### config.mk
export PLATFORM = sky130hd
export DESIGN_NAME = atctlc2axi500_rr_arb
export DESIGN_NICKNAME = d
export VERILOG_FILES = /design/src/rtl/atctlc2axi500_pkg.sv /design/src/rtl/atctlc2axi500_bin2onehot.sv /design/src/rtl/atctlc2axi500_rr_arb.sv
export SDC_FILE = /design/constraint.sdc
export NUM_CORES = 1
export LEC_CHECK = 0
export CAP_MARGIN = 5
export CORE_AREA = 2 2 133 135
export CTS_BUF_LIST = sky130_fd_sc_hd__clkbuf_4 sky130_fd_sc_hd__clkbuf_8
export CTS_CLUSTER_DIAMETER = 200
export DETAILED_ROUTE_END_ITERATION = 6
export DIE_AREA = 0 0 135 137
export SYNTH_ARGS = -nofsm -noshare
export SYNTH_HDL_FRONTEND = slang
export SYNTH_HIERARCHICAL = 1
export SYNTH_SLANG_ARGS = --single-unit
### constraint.sdc
create_clock -name aclk -period 2.44 [get_ports aclk]
set_input_delay 0.366 -clock aclk [delete_from_list [all_inputs] [get_ports aclk]]
set_output_delay 0.366 -clock aclk [all_outputs]
set_load 0.005 [all_outputs]
### src/rtl/atctlc2axi500_pkg.sv
// Shared definitions for the TL-to-AXI bridge arbiter: FSM encoding and
// the index-width helper used to size binary grant indices.
package atctlc2axi500_pkg;

  typedef enum logic {
    ST_IDLE = 1'b0,
    ST_GNT  = 1'b1
  } arb_state_e;

  // A single requester still needs a 1-bit index so ports never collapse to zero width.
  function automatic int idx_width(input int n);
    return (n > 1) ? $clog2(n) : 1;
  endfunction

endpackage

### src/rtl/atctlc2axi500_bin2onehot.sv
// Binary index to one-hot decoder shared by the bridge; an index outside
// 0..N-1 decodes to all zeros.
module atctlc2axi500_bin2onehot
  import atctlc2axi500_pkg::*;
#(
  parameter int N = 4,
  localparam int W = idx_width(N)
) (
  input  logic [W-1:0] idx,
  output logic [N-1:0] onehot
);

  always_comb begin
    onehot = '0;
    for (int i = 0; i < N; i++) begin
      onehot[i] = (idx == W'(i));
    end
  end

endmodule

### src/rtl/atctlc2axi500_rr_arb.sv
// Burst-aware round-robin arbiter: locks the AXI-side channel to one requester
// until its last beat completes, then rotates priority past that requester.
module atctlc2axi500_rr_arb
  import atctlc2axi500_pkg::*;
#(
  parameter int N  = 4,
  parameter int DW = 64,
  localparam int W = idx_width(N)
) (
  input  logic          aclk,
  input  logic          aresetn,
  input  logic [N-1:0]    req_valid,
  input  logic [N-1:0]    req_last,
  input  logic [N*DW-1:0] req_data,
  output logic [N-1:0]    req_ready,
  output logic          out_valid,
  output logic          out_last,
  output logic [DW-1:0] out_data,
  input  logic          out_ready,
  output logic [W-1:0]  gnt_idx,
  output logic [N-1:0]  gnt_onehot,
  output logic          busy
);

  arb_state_e      state, state_n;
  logic [W-1:0]    gnt_n;
  logic [W-1:0]    ptr, ptr_n;
  logic [N-1:0]    raw_onehot;
  logic [DW-1:0]   slice [N];
  logic            handshake;

  // First set bit of valid, scanning upward from start and wrapping at N.
  function automatic logic [W-1:0] rr_pick(input logic [N-1:0] valid,
                                           input logic [W-1:0] start);
    logic [W-1:0] sel;
    logic [W-1:0] pos;
    logic         found;
    int           j;
    sel   = '0;
    found = 1'b0;
    for (int k = 0; k < N; k++) begin
      j = int'(start) + k;
      if (j >= N) j = j - N;
      pos = W'(j);
      if (!found && valid[pos]) begin
        sel   = pos;
        found = 1'b1;
      end
    end
    return sel;
  endfunction

  for (genvar i = 0; i < N; i++) begin : g_slice
    assign slice[i] = req_data[i*DW +: DW];
  end

  atctlc2axi500_bin2onehot #(.N(N)) u_bin2onehot (
    .idx    (gnt_idx),
    .onehot (raw_onehot)
  );

  // Handshake: a beat moves when out_valid and out_ready are both high at the
  // rising edge of aclk. Only the granted requester sees req_ready, which
  // follows out_ready combinationally; valid never waits on ready.
  assign busy       = (state == ST_GNT);
  assign gnt_onehot = raw_onehot & {N{busy}};
  assign req_ready  = gnt_onehot & {N{out_ready}};
  assign out_valid  = busy & req_valid[gnt_idx];
  assign out_last   = busy & req_last[gnt_idx];
  assign out_data   = busy ? slice[gnt_idx] : '0;
  assign handshake  = out_valid & out_ready;

  always_comb begin
    state_n = state;
    gnt_n   = gnt_idx;
    ptr_n   = ptr;
    case (state)
      ST_IDLE: begin
        if (|req_valid) begin
          gnt_n   = rr_pick(req_valid, ptr);
          state_n = ST_GNT;
        end
      end
      ST_GNT: begin
        // A dropped valid mid-burst simply stalls here; the grant is kept.
        if (handshake && out_last) begin
          state_n = ST_IDLE;
          ptr_n   = (gnt_idx == W'(N - 1)) ? '0 : gnt_idx + W'(1);
        end
      end
      default: state_n = ST_IDLE;
    endcase
  end

  always_ff @(posedge aclk or negedge aresetn) begin
    if (!aresetn) begin
      state   <= ST_IDLE;
      gnt_idx <= '0;
      ptr     <= '0;
    end else begin
      state   <= state_n;
      gnt_idx <= gnt_n;
      ptr     <= ptr_n;
    end
  end

endmodule

After elaboration in Yosys (flattened, before gate mapping)
Index checks and enable logic that the tools add are counted.
{"block": "totals", "reg_bits": 5, "in_bits": 267, "out_inout_bits": 77, "wordCells": 87}
{"block": "classes", "n_addsub": 8, "n_lt_le_gt_ge": 10, "n_eq_ne": 3, "n_mux": 45, "bitwise_logic": 7, "reduce_logical": 11}
{"op": "$mux W64", "n": 3}
{"op": "$bmux W64 S2", "n": 1}
{"op": "$mux W2", "n": 17}
{"op": "$mux W1", "n": 17}
{"op": "$lt A2 B3 Y1 const B", "n": 5}
{"op": "$bmux W1 S2", "n": 6}
{"op": "$ge A3 B3 Y1 const B", "n": 4}
{"op": "$and A4 B4 Y4", "n": 2}
{"op": "$sub A2 B1 Y2 const B", "n": 4}
{"op": "$add A2 B2 Y3 const B", "n": 2}
{"op": "$eq A2 B2 Y1 const B", "n": 2}
{"op": "$logic_and A1 B1 Y1", "n": 4}
{"op": "$reduce_and A2 Y1", "n": 2}
{"op": "$reduce_or A4 Y1", "n": 1}
{"op": "$add A2 B1 Y3 const B", "n": 1}
{"op": "$and A1 B1 Y1", "n": 3}
{"op": "$ge A2 B3 Y1 const B", "n": 1}
{"op": "$logic_not A1 Y1", "n": 3}
{"op": "$not A2 Y3", "n": 1}
{"op": "$add A2 B1 Y2 const B", "n": 1}
{"op": "$eq A2 B1 Y1 const B", "n": 1}
{"op": "$logic_not A2 Y1", "n": 1}
{"op": "$pmux W1 S2", "n": 1}
{"op": "$not A1 Y1", "n": 1}

Depth between registers and ports, before layout
{"block": "logic_depth", "depth_word": 22, "ltp_mapped": 5, "mapped_depth_nobuf": 4}

Hierarchy
Netlist, hierarchy kept.
{"mod": "atctlc2axi500_rr_arb", "instances": 1, "cells_each": 198, "area_per_inst_um2": 2451.1, "seq_area_each_um2": 125.1}
{"mod": "atctlc2axi500_bin2onehot", "instances": 1, "cells_each": 4, "area_per_inst_um2": 26.3, "seq_area_each_um2": 0.0}

Least setup slack after synthesis
No wires, ideal clock.
{"block": "synth_path", "path_type": "register to output", "startpoint": "reg gnt_idx[0]", "endpoint": "out out_data[10]", "arrival_ns": 1.542, "t_required_ns": 2.074, "path_slack_ns": 0.532, "stages_incl_launch_ff": 5, "n_path_buf": 2, "cell_sequence": "dfrtp_1 -> buf_6 -> buf_2 -> mux4_2 -> and2_1"}
{"block": "synth_between", "elab_chain_len": 5}
{"item": "from (decl)", "line_no": "atctlc2axi500_rr_arb.sv:20", "source": "output logic [W-1:0] gnt_idx,"}
{"item": "from (signal assigned)", "line_no": "atctlc2axi500_rr_arb.sv:102", "source": "gnt_idx <= gnt_n;"}
{"item": "$not A2 Y3 (implied by the code)", "line_no": "atctlc2axi500_rr_arb.sv:70", "source": "assign out_data = busy ? slice[gnt_idx] : '0;"}
{"item": "$bmux W64 S2", "line_no": "atctlc2axi500_rr_arb.sv:70"}
{"item": "$mux W64 (implied by the code) (2 in series)", "line_no": "atctlc2axi500_rr_arb.sv:70"}
{"item": "$mux W64", "line_no": "atctlc2axi500_rr_arb.sv:70"}
{"item": "to (decl)", "line_no": "atctlc2axi500_rr_arb.sv:18", "source": "output logic [DW-1:0] out_data,"}
No other way between the ends. The select of a mux whose other input is x is not followed.

Final worst setup path
{"block": "layout_path", "startpoint": "reg gnt_idx[0]", "endpoint": "out req_ready[3]"}
{"block": "layout_between", "elab_chain_len": 3}
{"item": "$eq A2 B2 Y1", "line_no": "atctlc2axi500_bin2onehot.sv:16", "source": "onehot[i] = (idx == W'(i));"}
{"item": "via raw_onehot[3]", "line_no": "atctlc2axi500_rr_arb.sv:28", "source": "logic [N-1:0] raw_onehot;"}
{"item": "$and A4 B4 Y4", "line_no": "atctlc2axi500_rr_arb.sv:66", "source": "assign gnt_onehot = raw_onehot & {N{busy}};"}
{"item": "$and A4 B4 Y4", "line_no": "atctlc2axi500_rr_arb.sv:67", "source": "assign req_ready = gnt_onehot & {N{out_ready}};"}
{"item": "to (decl)", "line_no": "atctlc2axi500_rr_arb.sv:15", "source": "output logic [N-1:0] req_ready,"}
The timed path passes the listed nets, and every way through them passes these cells.

==> results.txt <==
Die width: 135 um
Most common cell after layout, fill and taps aside: clkdlybuf4s50_1
DRT iter0 DRCs: 52
Post-CTS Hold Buffers: 0
GRT Util Overall: 14.9%
Die height: 137 um
Slowest CP cell: dfrtp_4
Post-route DRC: 0
Clk Latency, worst-skew pair: 0.22 ns
WP data required: 2.07 ns
Synth warnings: 6
1st-pass router iterations: 4
Post-Syn Area: 2480 sq um
Via density: 4.32
Syn-to-layout area delta: 155%
Starting Density: 14.5%
Worst-path clk slew: 0.03 ns
Final wirelength: 14900 um
Cts bufs inserted: 3
Leakage: 2.45 nW
Grt ovf: 0
Setup_tns: 0 ns
Max Root-Sink Buffers: 2
Crit path time final: 2.37 ns
Status: finished clean
Reg2reg end: ptr[1]
Die area: 18500 sq um
CP bufs+invs: 4
#FFs+latches synth: 5
Distinct cells, synth: 33
H-tree depth: 1
Vias: 3325
Crit path DAT: 2.00 ns
RSZ-0062 raised after global routing: no
Final nets: 813
Post-synth EDFFs: 0
Fmax achieved: 0.423 GHz
Cells after Synth: 202
Wire per inst: 19.3 um
Rows: 48
Final Skew: 0.00186 ns
Max-capacitance violation count: 0
CTS root buf: clkbuf_8
Peak VDD IR: 0.393 mV
Max incr delay on CP: 0.52 ns
Crit end category: primary output
Slew @ Worst Pin: 0.300 ns
IO Pins: 344
Tcrit/Tclk final: 97.0%
DP HPWL: 12000 um
CTS tree: done
Cell family with the largest share of critical-path delay: buffers and inverters
Tot Pwr: 0.00475 W
CP Launch Type: register
CP endpoint: req_ready[3]
Share of layout cells above drive strength 1: 18.6%
Fillers: 1686
Vias in the first global route: 3566
Cell Pwr Density: 753 nW/um^2
IO Port Bufs: 343
R2r setup slk: 0.53 ns
CP Launch Point: gnt_idx[0]
Core Region: 17100 sq um
Hold Crit Class: in -> async
Final Hold Viols: 0
CP max FO: 12
Count of final max-slew check failures: 0
CP Depth: 6
R2R Path Start: gnt_idx[0]
Syn Nets: 470
Crit path cell chain: buf_12 -> buf_16 -> buf_4 -> and2_2 -> and3_1 -> clkdlybuf4s50_1
Top FF cell, synth: dfrtp_1
Largest net degree at the start of global routing: 51
Worst relative slew slack: 80.0%
Crit path kind: reg -> out
Diode count: 0
Commonest non-fill, non-tap cells in the layout: 274 x clkdlybuf4s50_1, 69 x and2_1, 68 x dlygate4sd2_1, 66 x mux4_2, 7 x buf_4
Global-route wire length before repair: 21000 um
Sequential cell area fraction in the yosys report: 5.05%
ANT nets after route: 0
Initial antenna violation count: 1
Clk sinks: 5
FFs w/ async S/R, synth: 100%
Syn Area/Cell: 12.3 sq um
Worst R2R Path Depth: 5
Final Setup Violations: 0
Gp weighted congestion: 0.844
==> sequential cells by signal, indices dropped and copies added, names as in the netlist <==
register / flops
gnt_idx: 2
busy: 1
ptr: 2
==> worst min-delay path by stage <==
stage / start / to / slack (ns) / cells past startpoint
floorplan: aresetn / busy / 0.07 / 0
detailed placement: ptr[0] / ptr[0] / 0.57 / 1
global route: aresetn / gnt_idx[0] / 0.38 / 1
global placement: ptr[0] / ptr[0] / 0.56 / 1
finish: aresetn / gnt_idx[0] / 0.37 / 1
CTS: aresetn / gnt_idx[0] / 0.38 / 1
==> layer usage <==
metal  global-route usage [%]  up-vias  wire length [um]
met5                        0        -                13
met4                     1.79        2               101
met1                     17.3     1635              5570
met2                     27.7      186              7760
met3                     4.41       12              1420
li1                         -     1490                 -
==> worst register-to-register path, delay by kind of cell (launching register included) <==
| family | cells | cell delay (ns) |
|---|---|---|
| muxes | 2 | 0.85 |
| DFF | 1 | 0.48 |
| and+or+nand+nor | 2 | 0.25 |
| buffers and inverters | 1 | 0.21 |
==> area by class of cell <==
| class | instances | area (sq um) | share of cell area [%] |
|---|---|---|---|
| flip-flops and latches | 5 | 134 | 2.12 |
| multi-input cells | 172 | 2180 | 34.6 |
| well taps | 225 | 282 | 4.46 |
| clock buffers | 4 | 48.8 | 0.774 |
| repair buffers | 361 | 3650 | 57.9 |
| inverters | 2 | 7.51 | 0.119 |
==> logic make-up (layout without fill, tap and decap cells) <==
family,after synthesis,count (layout),share of synthesized area [%]
fa+ha+maj,1,1,0.505
simple gates,92,92,23.1
flops,5,5,5.05
buf+inv,25,367,6.92
mux,70,70,62.1
compound gates,9,9,2.37
==> power breakdown <==
| group | internal [W] | total (W) | leakage, nW | switching, W |
|---|---|---|---|---|
| Sequential | 0.000136 | 0.000207 | 0.0559 | 0.0000711 |
| Clock | 0.000123 | 0.000160 | 0.0262 | 0.0000372 |
| Combinational | 0.00281 | 0.00439 | 2.37 | 0.00158 |
| Total | 0.00307 | 0.00475 | 2.45 | 0.00169 |
==> cell usage after synthesis, types with 2 or more instances <==
cell type | count | share of area (%)
and2_1 | 69 | 17
mux4_2 | 66 | 60
clkbuf_1 | 8 | 1.2
buf_2 | 7 | 1.4
nor2_1 | 6 | 0.91
and3_1 | 5 | 1.3
dfrtp_1 | 5 | 5.1
buf_8 | 3 | 1.8
nor2b_1 | 3 | 0.76
a21oi_1 | 2 | 0.40
and2_4 | 2 | 0.71
buf_6 | 2 | 0.91
inv_1 | 2 | 0.30
mux2_4 | 2 | 1.2
o21ai_0 | 2 | 0.40
==> what timing repair did <==
action | CTS | global route
endpoints found under the setup margin | 66 | 4
gates resized for setup | 73 | 3
buffers inserted | 4 | 1
cloned | 3 | 0
==> through the flow <==
stage          worst slack, ns  utilization (%)  hold WS (ns)  instance area (sq um)  std cells
2_1_floorplan            0.532                -        0.0704                   2480        202
3_3_place_gp             0.120             36.2         0.557                   6170        757
4_1_cts                 0.0138             36.9         0.379                   6290        768
3_5_place_dp             0.102             36.2         0.572                   6170        757
6_report                0.0742             37.0         0.369                   6310        769
5_1_grt                0.00218             37.0         0.383                   6310        769
(Power assumes the default switching activity.)
